$ cat src/rtl/id_ex_latch.sv
// ID/EX pipeline register: one-cycle capture of decode results, bubbles on flush/miss/load-use, freezes on halt.
// Backpressure: mem_busy holds all EX state; luse_stall (combinational) holds PC and IF/ID.
module id_ex_latch #(
  parameter int CNT_W  = 16,
  parameter int SHAM_W = 4
) (
  input  logic              CLK,
  input  logic              RST,
  input  logic              ihit,
  input  logic              mem_busy,
  input  logic              flush,
  input  logic [31:0]       nPC_next,
  input  logic [31:0]       rdat1_next,
  input  logic [31:0]       rdat2_next,
  input  logic [31:0]       imm_next,
  input  logic [31:0]       lui_next,
  input  logic [4:0]        regDst_next,
  input  logic [4:0]        rs_next,
  input  logic [4:0]        rt_next,
  input  logic [SHAM_W:0]   shamt_next,
  input  logic              dREN_next,
  input  logic              dWEN_next,
  input  logic              regWr_next,
  input  logic              halt_next,
  input  logic [1:0]        regSel_next,
  input  logic [1:0]        ALUSrc_next,
  input  logic [1:0]        PCSrc_next,
  input  logic [3:0]        ALUOp_next,
  output logic [31:0]       ex_nPC,
  output logic [31:0]       ex_rdat1,
  output logic [31:0]       ex_rdat2,
  output logic [31:0]       ex_imm,
  output logic [31:0]       ex_lui,
  output logic [4:0]        ex_regDst,
  output logic [4:0]        ex_rs,
  output logic [4:0]        ex_rt,
  output logic [SHAM_W:0]   ex_shamt,
  output logic              ex_dREN,
  output logic              ex_dWEN,
  output logic              ex_regWr,
  output logic              ex_halt,
  output logic              ex_valid,
  output logic [1:0]        ex_regSel,
  output logic [1:0]        ex_ALUSrc,
  output logic [1:0]        ex_PCSrc,
  output logic [3:0]        ex_ALUOp,
  output logic              luse_stall,
  output logic [CNT_W-1:0]  bubble_cnt
);

  typedef struct packed {
    logic [31:0]     npc;
    logic [31:0]     rdat1;
    logic [31:0]     rdat2;
    logic [31:0]     imm;
    logic [31:0]     lui;
    logic [4:0]      reg_dst;
    logic [4:0]      rs;
    logic [4:0]      rt;
    logic [SHAM_W:0] shamt;
    logic            dren;
    logic            dwen;
    logic            reg_wr;
    logic            halt;
    logic            valid;
    logic [1:0]      reg_sel;
    logic [1:0]      alu_src;
    logic [1:0]      pc_src;
    logic [3:0]      alu_op;
  } ex_t;

  typedef enum logic {RUN, FROZEN} run_state_t;

  ex_t        ex_q;
  ex_t        dec;
  run_state_t state;

  always_comb begin
    dec         = '0;
    dec.npc     = nPC_next;
    dec.rdat1   = rdat1_next;
    dec.rdat2   = rdat2_next;
    dec.imm     = imm_next;
    dec.lui     = lui_next;
    dec.reg_dst = regDst_next;
    dec.rs      = rs_next;
    dec.rt      = rt_next;
    dec.shamt   = shamt_next;
    dec.dren    = dREN_next;
    dec.dwen    = dWEN_next;
    dec.reg_wr  = regWr_next;
    dec.halt    = halt_next;
    dec.valid   = 1'b1;
    dec.reg_sel = regSel_next;
    dec.alu_src = ALUSrc_next;
    dec.pc_src  = PCSrc_next;
    dec.alu_op  = ALUOp_next;
  end

  // A valid load in EX whose destination feeds the instruction in decode.
  assign luse_stall = ex_q.valid & ex_q.dren & ex_q.reg_wr & (ex_q.rt != 5'd0) &
                      ((ex_q.rt == rs_next) | (ex_q.rt == rt_next)) & ~flush;

  always_ff @(posedge CLK or posedge RST) begin
    if (RST) begin
      ex_q       <= '0;
      state      <= RUN;
      bubble_cnt <= '0;
    end else if (flush) begin
      ex_q  <= '0;
      state <= RUN;
    end else if (state == FROZEN || mem_busy) begin
      ex_q <= ex_q;
    end else if (ex_q.valid && ex_q.halt) begin
      // The halt itself stays parked in EX from here on.
      state <= FROZEN;
    end else if (luse_stall) begin
      ex_q <= '0;
      if (bubble_cnt != '1)
        bubble_cnt <= bubble_cnt + CNT_W'(1);
    end else if (!ihit) begin
      ex_q <= '0;
    end else begin
      ex_q <= dec;
    end
  end

  assign ex_nPC    = ex_q.npc;
  assign ex_rdat1  = ex_q.rdat1;
  assign ex_rdat2  = ex_q.rdat2;
  assign ex_imm    = ex_q.imm;
  assign ex_lui    = ex_q.lui;
  assign ex_regDst = ex_q.reg_dst;
  assign ex_rs     = ex_q.rs;
  assign ex_rt     = ex_q.rt;
  assign ex_shamt  = ex_q.shamt;
  assign ex_dREN   = ex_q.dren;
  assign ex_dWEN   = ex_q.dwen;
  assign ex_regWr  = ex_q.reg_wr;
  assign ex_halt   = ex_q.halt;
  assign ex_valid  = ex_q.valid;
  assign ex_regSel = ex_q.reg_sel;
  assign ex_ALUSrc = ex_q.alu_src;
  assign ex_PCSrc  = ex_q.pc_src;
  assign ex_ALUOp  = ex_q.alu_op;

endmodule

$ cat config.mk
export PLATFORM = sky130hd
export DESIGN_NAME = id_ex_latch
export DESIGN_NICKNAME = d
export VERILOG_FILES = /design/src/rtl/id_ex_latch.sv
export SDC_FILE = /design/constraint.sdc
export NUM_CORES = 1
export LEC_CHECK = 0
export BUFFER_PORTS_ARGS = -buffer_cell sky130_fd_sc_hd__buf_2
export CAP_MARGIN = 20
export CORE_AREA = 5 5 157 159
export CTS_BUF_LIST = sky130_fd_sc_hd__clkbuf_8
export CTS_CLUSTER_SIZE = 28
export DETAILED_ROUTE_END_ITERATION = 7
export DIE_AREA = 0 0 162 164
export MAX_ROUTING_LAYER = met4
export PLACE_DENSITY_LB_ADDON = 0.15
export SKIP_CTS_REPAIR_TIMING = 1
export SYNTH_ARGS = -nofsm -noshare
export SYNTH_HDL_FRONTEND = slang
export SYNTH_SLANG_ARGS = --single-unit
$ cat constraint.sdc
create_clock -name CLK -period 9 [get_ports CLK]
set_input_delay 1.8 -clock CLK [delete_from_list [all_inputs] [get_ports CLK]]
set_output_delay 1.8 -clock CLK [all_outputs]
set_load 0.05 [all_outputs]
==> results of run 1 <==
-- cells in the final DEF, fill, tap and decap left out, types with 2 or more instances in the layout --
master      count
nor3_1          3
clkinv_2        3
nand3_1        10
nand4_1         4
buf_2         410
inv_1          12
xor2_1         11
xnor2_1        14
a22o_1        194
clkinvlp_4      2
dfrtp_1       212
buf_4           5
nor4b_1         2
nor2_1          4
nor4_1          7
nand2_1         7
and3_1          2
clkbuf_8       47
-- metrics by stage --
stage	std cells	area, sq um	hold slack, ps	power [W]
3_3_place_gp	1192	10000	477	0.00132
6_report	1259	10800	489	0.00220
2_1_floorplan	531	7760	487	0.00122
5_1_grt	1259	10800	506	0.00230
4_1_cts	1257	10800	496	0.00224
3_5_place_dp	1192	10000	476	0.00132
-- synth_stat cells, drive strengths merged, types with 2 or more instances --
cell	number
buf	17
xor2	11
nor4b	3
dfrtp	212
nand3	10
a22o	194
nand4	4
nor2	5
nor4	7
inv	3
nor3	3
and3	2
xnor2	14
clkbuf	27
nand2	7
-- logic make-up after synthesis --
group           after synthesis
simple gates                 44
buf+inv                      47
flops                       212
fa+ha+maj                     1
mux                           1
compound gates              201
xor+xnor                     25
-- power breakdown --
| group | internal [W] | switching (W) | leakage [nW] | total [W] |
|---|---|---|---|---|
| registers | 0.000988 | 0.0000202 | 2.90 | 0.00101 |
| logic | 0.0000870 | 0.000212 | 2.83 | 0.000299 |
| clock network | 0.000500 | 0.000390 | 0.427 | 0.000890 |
-- worst register-to-register path: cells and delay by family (launching register included) --
kind / cells / cell delay [ps]
flip-flops: 1 / 450
AO/OA/AOI/OAI: 2 / 810
buffers and inverters: 2 / 1050
AND/OR/NAND/NOR: 2 / 1450
-- worst paths after layout --
path | startpoint | to | slack, ps | cells after the start
setup / recovery | rs_next[4] | luse_stall | 4020 | 7
max in group asynchronous | RST | ex_regDst[1] | 6210 | 4
setup reg to reg | ex_rt[2] | ex_rdat2[21] | 5180 | 6
hold / removal | ex_ALUOp[0] | ex_ALUOp[0] | 490 | 1
min in group asynchronous | RST | ex_rdat2[22] | 1430 | 2
hold reg to reg | ex_ALUOp[0] | ex_ALUOp[0] | 490 | 1
-- per-layer routing --
metal,up-vias,part of all wire [%]
li1,2867,-
met1,3033,42
met2,307,48
met3,44,7.6
met4,0,2.3
met5,-,0
-- layout make-up --
class                           instances  share of cell area (%)
Inverter                                3                   0.173
Tap cell                              290                    3.35
Antenna cell                            1                  0.0231
Timing Repair Buffer                  416                    19.6
Clock buffer                           47                    5.98
Multi-Input combinational cell        272                    20.9
Sequential cell                       212                    49.0
Clock inverter                         18                    1.02
-- flip-flops by register name (all words and copies together) (netlist names) --
register and count:
ex_ALUSrc 2, ex_nPC 32, ex_halt 1, ex_rt 5, ex_imm 32, bubble_cnt 16, state 1, ex_shamt 5
ex_PCSrc 2, ex_regWr 1, ex_lui 32, ex_rs 5, ex_rdat2 32, ex_valid 1, ex_regSel 2, ex_dWEN 1
ex_ALUOp 4, ex_rdat1 32, ex_dREN 1, ex_regDst 5
==> metrics, run 1 <==
global-route usage over all layers=a little under a fifth; met2 usage=29.5%; Synth area leaders=dfrtp_1, a22o_1, xnor2_1; Tmin final=between 4000 and 5000 ps; proportion of layout cells with a drive suffix above 1=49.2%; CTS Sinks=212; number of distinct library cells after synthesis=29; top achievable clock speed=201 MHz; crit-path most repeated cell=buf_2; Hold Crit Class=reg2reg; Initial Util=33.5%; Post-route DRC=0; Synth top area share=68.4%; root buffer cell=clkbuf_8; run status=finished clean; unrepaired setup endpoints after global routing=no; slowest CP cell=buf_2; clock-pin slew on the worst setup and hold paths=50 ps; Max-Cap Viols=0; FF+latch area=0.00531 sq mm; Avg Cell Area, Syn=roughly 15 sq um; Leakage=about 6.2 nW; mux cell area share after synthesis=less than 1%; slew of the pin with the lowest slew margin=1090 ps; total power divided by cell area=203 mW/mm^2; FFs w/ async S/R, synth=100%; setup violators final=0; worst vdd ir=around 130 uV; Bufs on Longest Clock Path=3; vias in the first global route=6,651; FF+latch count, synth=212; initial antenna violation count=1; die height=164 um; Worst Path Required=~7000 ps; First DRT Iteration DRCs=370; global-route track usage on met1=23.8%; Most Crowded Layer GR=met2; final setup TNS=0 ps; clock skew=10.6 ps; Post-DRT Antenna Nets=0; area of the multi-input gates=0.00226 sq mm; GRT Residual Overflow=0; Rel. slew slack=27.5%; syn_nets=731; Fillers=about 2,200; WS Path Type=in2out; HPWL after detailed placement=17.5 mm; Synth warnings=0; Primary FF master, synth=dfrtp_1; clk_lat worst skew=just over 500 ps; PortBufs=410; Avg Vias per Cell=4.97; XOR/XNOR share of the synthesized area=2.82%; post-synthesis cell area=0.00776 sq mm; compound-cell area share of the yosys netlist=22.6%; largest net degree at the start of global routing=131; routed wire length=25.3 mm; CP endpoint kind=primary output; final hold vios=0; Chip Width=162 um; Arrival @ worst endpoint=~3200 ps; Max Slew Vio Count=0; Crit path largest cell delay=290 ps; Critical Path Fanout Max=12; DR WL/cell=approximately 20 um; htree depth=2; CTS buffer count=39; area delta synth->final=39.5%; Startpoint Class=input pin; largest family of logic cells by synthesized area=compound AO/OA/AOI/OAI gates; Critical Path, Cell by Cell=buf_2 -> xnor2_1 -> nand3_1 -> o22ai_1 -> o211ai_2 -> inv_2 -> buf_2; Mapped Cells=531; GPL Wtd Cong=0.797; Simple-Gate Fraction of Synth Area=3.34%; final setup margin=4020 ps; Final nets=about 1,100; period utilization=~55%; adder-cell share of the synthesized area=less than 1%; crit-path leading delay family=buffers and inverters; drt first pass iters=4; first-pass GRT wire length=around 38 mm; cell taking the most area after synthesis=dfrtp_1; io pins=411; pre-CTS setup slack=4040 ps; register area share after synthesis=68.4%; routed vias=approximately 6,300; Die Area=0.0266 sq mm; Global Route met3 Usage=5.45%; Final Core Density=46.8%; Crit path buffers/inverters=3; Core Area=~0.023 sq mm; CTS tree=done; Post-synth EDFFs=0; FP Rows=56
(Power assumes the default switching activity.)
==> run 2: changes to the inputs <==
Settings changed: CORE_AREA 5 5 157 159 to 5 5 155 157, DIE_AREA 0 0 162 164 to 0 0 160 162.
Clock period 9 ns to 4.4 ns, I/O delays scaled along.
==> run 2 against run 1 <==
Largest power group unchanged. Largest cell class unchanged. Sequential cell count is the same. First-iteration DRC count shrank 5.1%. Sequential share of layout area shrank 0.48 points. Cell area grew 0.99%. Critical endpoint unchanged. Global-route usage grew 0.47 points.
==> metrics, run 2 (same netlist as run 1, synthesis figures left out) <==
run status=finished clean; crit path from=ex_rt[1]; area delta synth->final=40.9%; Final nets=1,143 (-0.087%); Arrival @ worst endpoint=2380 ps (-800 ps); Final Core Density=48.9% (+2.1 points); Post-DRT Antenna Nets=0 (unchanged); global-route track usage on met1=22.7% (-1.1 points); CTS tree=done; final setup TNS=0 ps (unchanged); Critical Path, Cell by Cell=or4_1 -> o211ai_2 -> inv_2 -> buf_2; area of the multi-input gates=0.00226 sq mm (unchanged); Reg-to-Reg End=ex_imm[11]; clock skew=20.4 ps (+9.77 ps); Fillers=2,071 (-6.6%); Rel. slew slack=29.1% (+1.7 points); Cell Int Power=0.00338 W (+110%); switch share=27.2% (-1.1 points); period utilization=74.2%; Initial Util=34.7% (+1.1 points); initial antenna violation count=3 (+2); most frequent cells in the layout=buf_2, dfrtp_1, a22o_1; Crit path largest cell delay=560 ps (+270 ps); switching power=0.00126 W (+100%); root buffer cell=clkbuf_8; die height=162 um (-1.2%); clock-pin slew on the worst setup and hold paths=60 ps (about the same); total power divided by cell area=425 mW/mm^2 (+110%); CTS buffer count=37 (-5.1%); largest net degree at the start of global routing=114 (-13%); crit-path leading delay family=simple AND/OR/NAND/NOR gates; Max-Cap Viols=0 (unchanged); final hold vios=0 (unchanged); slew of the pin with the lowest slew margin=1060 ps (-25.2 ps); R2R setup slack=1490 ps (-3690 ps); Most Crowded Layer GR=met2; combinational share of power=13.2% (-0.4 points); Worst Path Required=3520 ps (-3680 ps); Tmin final=3260 ps; io pins=411 (unchanged); routed vias=6,335 (+1.3%); slowest CP cell=or4_1; commonest non-fill, non-tap cell in the layout=buf_2; Clock power frac=42.4% (+1.9 points); Die Area=0.0259 sq mm (-2.4%); GRT Residual Overflow=0 (unchanged); First DRT Iteration DRCs=351 (-5.1%); clk_lat worst skew=510 ps (about the same); Global Route met3 Usage=6.50% (+1.1 points); Crit path buffers/inverters=2 (-1); worst reg2reg path startpoint=ex_rt[1]; CTS Sinks=212 (unchanged); Max Slew Vio Count=0 (unchanged); unrepaired setup endpoints after global routing=no; Startpoint Class=flip-flop; proportion of layout cells with a drive suffix above 1=49.5% (+0.31 points); Avg Vias per Cell=5.03 (+1.3%); top achievable clock speed=306 MHz; Critical Path Fanout Max=12 (unchanged); Core Area=0.0224 sq mm (-3.3%); PortBufs=410 (unchanged); Placed Cells=1,189 (-0.25%); Non-Filler Instances=1,260 (+0.079%); met2 usage=31.0% (+1.6 points); Bufs on Longest Clock Path=3 (unchanged); vias in the first global route=6,579 (-1.1%); HPWL after detailed placement=18.1 mm (+3.5%); drt first pass iters=4 (unchanged); WS Path Type=reg2out; Leakage=6.20 nW (+0.74%); Post-route DRC=0 (unchanged); FP Rows=55 (-1.8%); CP endpoint kind=primary output; setup violators final=0 (unchanged); htree depth=2 (unchanged); FF+latch area=0.00531 sq mm (unchanged); Chip Width=160 um (-1.2%); GPL Wtd Cong=0.794 (-0.41%); Hold Crit Class=reg2reg; global-route usage over all layers=19.2% (+0.47 points); first-pass GRT wire length=38.3 mm (+0.25%); worst vdd ir=177 uV (+32%); DR WL/cell=20.2 um (+0.82%); Setup crit end=luse_stall; CP Depth=4 (-3); r2r worst-path depth=6 (unchanged); routed wire length=25.5 mm (+0.90%); sequential share of power=44.3% (-1.6 points)
-- run 2: metal layers --
metal / part of all wire, % / routed length, um
met1: 39 / 9980
met2: 50 / 12700
met3: 8.7 / 2210
met4: 2.3 / 583
met5: 0 / 0
-- run 2: cell type report --
class	count	area share, %
tap	285	3.26
sequential	212	48.5
clock inverter	15	1.05
antenna	3	0.0687
clock buffer	53	6.67
timing repair buffer	417	19.6
inverter	3	0.137
multi-input combinational	272	20.7
-- run 2: power by group through the flow --
| stage | combinational (W) | clock, W | sequential [W] |
|---|---|---|---|
| CTS | 0.000624 | 0.00204 | 0.00206 |
| finish | 0.000614 | 0.00197 | 0.00206 |
| floorplan | 0.000153 | 0 | 0.00234 |
| global placement | 0.000620 | 0 | 0.00209 |
| global route | 0.000654 | 0.00213 | 0.00207 |
| detailed placement | 0.000625 | 0 | 0.00209 |
-- run 2: how the worst min path moves through the flow --
| stage | start | endpoint | cells past startpoint |
|---|---|---|---|
| floorplan | state | state | 2 |
| CTS | bubble_cnt[15] | bubble_cnt[15] | 1 |
| global route | ex_imm[18] | ex_imm[18] | 1 |
| global placement | bubble_cnt[15] | bubble_cnt[15] | 1 |
| detailed placement | ex_rdat2[13] | ex_rdat2[13] | 1 |
| finish | bubble_cnt[15] | bubble_cnt[15] | 1 |
-- run 2: per-stage QoR --
| stage | area, sq um | setup slack, ps | hold slack [ps] | total power [W] |
|---|---|---|---|---|
| finish | 10900 | 1140 | 490 | 0.00465 |
| global route | 10900 | 978 | 504 | 0.00485 |
| CTS | 10900 | 1100 | 496 | 0.00472 |
| detailed placement | 10100 | 1300 | 476 | 0.00272 |
| global placement | 10100 | 1310 | 477 | 0.00271 |
| floorplan | 7760 | 764 | 487 | 0.00249 |
==> run 3: changes to the inputs <==
Settings changed: ABC_AREA set to 1, CORE_AREA 5 5 155 157 to 5 5 156 158, DIE_AREA 0 0 160 162 to 0 0 161 163.
Clock period 4.4 ns to 2.9 ns, I/O delays scaled along.
==> run 3 against run 2 <==
First-iteration DRC count grew 120%. Clock skew shrank 11 ps. Final cell count grew 40%. Combinational power grew 87%. Clock-buffer cell count is the same. Non-clock buffer count grew 15. Critical path type unchanged. Register-to-register slack lost 620 ps. Sequential power grew 52%. Synthesized cell count grew 98%. Worst hold slack lost 300 ps. Highest routed layer unchanged.
==> metrics, run 3 <==
final instance area=0.0124 sq mm (+13%); Clock power frac=40.7% (-1.7 points); Fillers=2,228 (+7.6%); CTS tree=done; FFs w/ async S/R, synth=100% (unchanged); vias in the first global route=8,945 (+36%); Leakage=6.65 nW (+7.3%); htree depth=2 (unchanged); First DRT Iteration DRCs=760 (+120%); syn_nets=1,252 (+71%); drt first pass iters=6 (+2); Cell Int Power=0.00507 W (+50%); clk_lat worst skew=510 ps (about the same); CTS Sinks=212 (unchanged); Post-synth EDFFs=0 (unchanged); FP Rows=56 (+1.8%); FF+latch area=0.00531 sq mm (unchanged); clock skew=9.37 ps (-11.0 ps); slew of the pin with the lowest slew margin=815 ps (-248 ps); Arrival @ worst endpoint=1930 ps (-450 ps); total power divided by cell area=583 mW/mm^2 (+37%); area delta synth->final=34.1%; Initial Util=40.2% (+5.5 points); period utilization=between 80 and 90%; global-route usage over all layers=23.1% (+3.9 points); R2R setup slack=870 ps (-620 ps); switching power=0.00214 W (+70%); Critical Path Fanout Max=4 (-8); FF+latch count, synth=212 (unchanged); synth cell count leaders=nand2_1, dfrtp_1, nand3_1, o21ai_1, clkbuf_1; Chip Width=161 um (+0.63%); Post-route DRC=0 (unchanged); Rel. slew slack=45.7% (+17 points); Max Slew Vio Count=0 (unchanged); switch share=29.7% (+2.5 points); top achievable clock speed=398 MHz; HPWL after detailed placement=21.4 mm (+18%); setup violators final=0 (unchanged); die height=163 um (+0.62%); CP endpoint kind=primary output; final hold slack=191 ps (-298 ps); Avg Cell Area, Syn=8.77 sq um (-40%); area of the multi-input gates=0.00340 sq mm (+50%); Avg Vias per Cell=5.08 (+0.96%); Reg-to-Reg End=bubble_cnt[1]; Final Core Density=53.8% (+5.0 points); worst reg2reg path startpoint=ex_halt; WS Path Type=reg2out; io pins=411 (unchanged); register area share after synthesis=57.5% (-11 points); worst vdd ir=304 uV (+71%); Tmin final=2510 ps; post-synthesis cell area=0.00923 sq mm (+19%); Post-DRT Antenna Nets=0 (unchanged); routed wire length=31.0 mm (+22%); most frequent cells in the layout=buf_2, nand2_1, dfrtp_1; Bufs on Longest Clock Path=3 (unchanged); DR WL/cell=17.6 um (-13%); number of distinct library cells after synthesis=26 (-10%); cell taking the most area after synthesis=dfrtp_1; Worst Path Required=2320 ps (-1200 ps); proportion of layout cells with a drive suffix above 1=34.4% (-15 points); Max-Cap Viols=0 (unchanged); PortBufs=410 (unchanged); run status=finished clean; Die Area=0.0262 sq mm (+1.2%); GRT Residual Overflow=0 (unchanged); DP Area=0.0115 sq mm (+14%); unrepaired setup endpoints after global routing=no; Mapped Cells=1,052 (+98%); Synth warnings=0 (unchanged); Startpoint Class=flip-flop; root buffer cell=clkbuf_8; Primary FF master, synth=dfrtp_1; Synth area leaders=dfrtp_1, nand2_1, nand3_1; first-pass GRT wire length=48.0 mm (+25%); combinational share of power=15.9% (+2.7 points); r2r worst-path depth=6 (unchanged); commonest non-fill, non-tap cell in the layout=buf_2; routed vias=8,964 (+41%); sequential share of power=43.4% (-0.9 points); Hold Crit Class=in2async; clock-pin slew on the worst setup and hold paths=60 ps (about the same); largest net degree at the start of global routing=167 (+46%); Synth top area share=57.5% (-11 points); most numerous cell in the Yosys netlist=nand2_1; GPL Wtd Cong=0.856 (+7.9%); CTS buffer count=40 (+8.1%); Core Area=0.0230 sq mm (+2.8%); Final nets=1,641 (+44%); initial antenna violation count=9 (+6); final hold vios=0 (unchanged)
[run 3: cell types whose count changed after synthesis, sizes merged, moves of 3 or more]
cell / before / now
a22o: 194 / 0
buf: 17 / 30
clkbuf: 27 / 55
inv: 3 / 28
nand2: 7 / 282
nand3: 10 / 200
nor2: 5 / 16
nor3: 3 / 7
nor4: 7 / 0
nor4b: 3 / 0
o21ai: 1 / 191
o22ai: 1 / 5
xnor2: 14 / 7
[run 3: worst max-delay path, stage by stage, from the launching register on]
cell and delay [ps]:
dfrtp_1 390, inv_1 70, nor3_1 220, o21ai_0 120, inv_1 140, nand2_2 140
inv_1 70, buf_2 270
[run 3: worst max-delay path by stage]
stage                        start       endpoint  slack [ps]  cells after the start
after detailed placement  mem_busy  bubble_cnt[1]         580                      7
after CTS                 ex_valid     luse_stall         340                      7
after global routing      ex_rt[0]     luse_stall         280                      9
after floorplan                RST  bubble_cnt[0]        -440                      1
after global placement       flush     luse_stall         600                      7
final                     ex_valid     luse_stall         390                      7
[run 3: through the flow]
stage          total power, W  instances  setup WS, ps  setup TNS (ps)
3_5_place_dp          0.00434       1689           580               0
3_3_place_gp          0.00433       1689           604               0
2_1_floorplan         0.00393       1052          -436          -92470
6_report              0.00721       1766           390               0
5_1_grt               0.00752       1766           281               0
4_1_cts               0.00730       1757           340               0
[run 3: per-layer routing]
layer | wire length [um] | track usage (%) | vias to the layer above
met2 | 15300 | 37.3 | 351
met5 | 0 | - | -
met4 | 763 | 7.02 | 0
met1 | 12600 | 28.8 | 4251
met3 | 2380 | 5.92 | 58
li1 | - | - | 4304
[run 3: kinds of logic (layout without fill, tap and decap cells)]
kind of cell,after synthesis,after routing,share of synthesized area [%]
adder cells (fa/ha/maj),1,1,0.136
buffers and inverters,114,529,5.98
flip-flops,212,212,57.5
other,0,9,0
AND/OR/NAND/NOR,512,512,24.1
XOR/XNOR,16,16,1.52
AO/OA/AOI/OAI,197,197,10.8
[run 3: layout make-up]
class | count | area share (%)
Sequential cell | 212 | 42.9
Multi-Input combinational cell | 726 | 27.5
Timing Repair Buffer | 432 | 18.9
Clock buffer | 53 | 5.89
Tap cell | 290 | 2.93
Inverter | 29 | 0.991
Clock inverter | 15 | 0.738
Antenna cell | 9 | 0.182
[run 3: power groups by stage]
stage	registers (W)	logic (W)	clock network, W
6_report	0.00313	0.00115	0.00294
5_1_grt	0.00314	0.00123	0.00315
4_1_cts	0.00313	0.00116	0.00302
3_5_place_dp	0.00318	0.00116	0
3_3_place_gp	0.00318	0.00116	0
2_1_floorplan	0.00356	0.000365	0
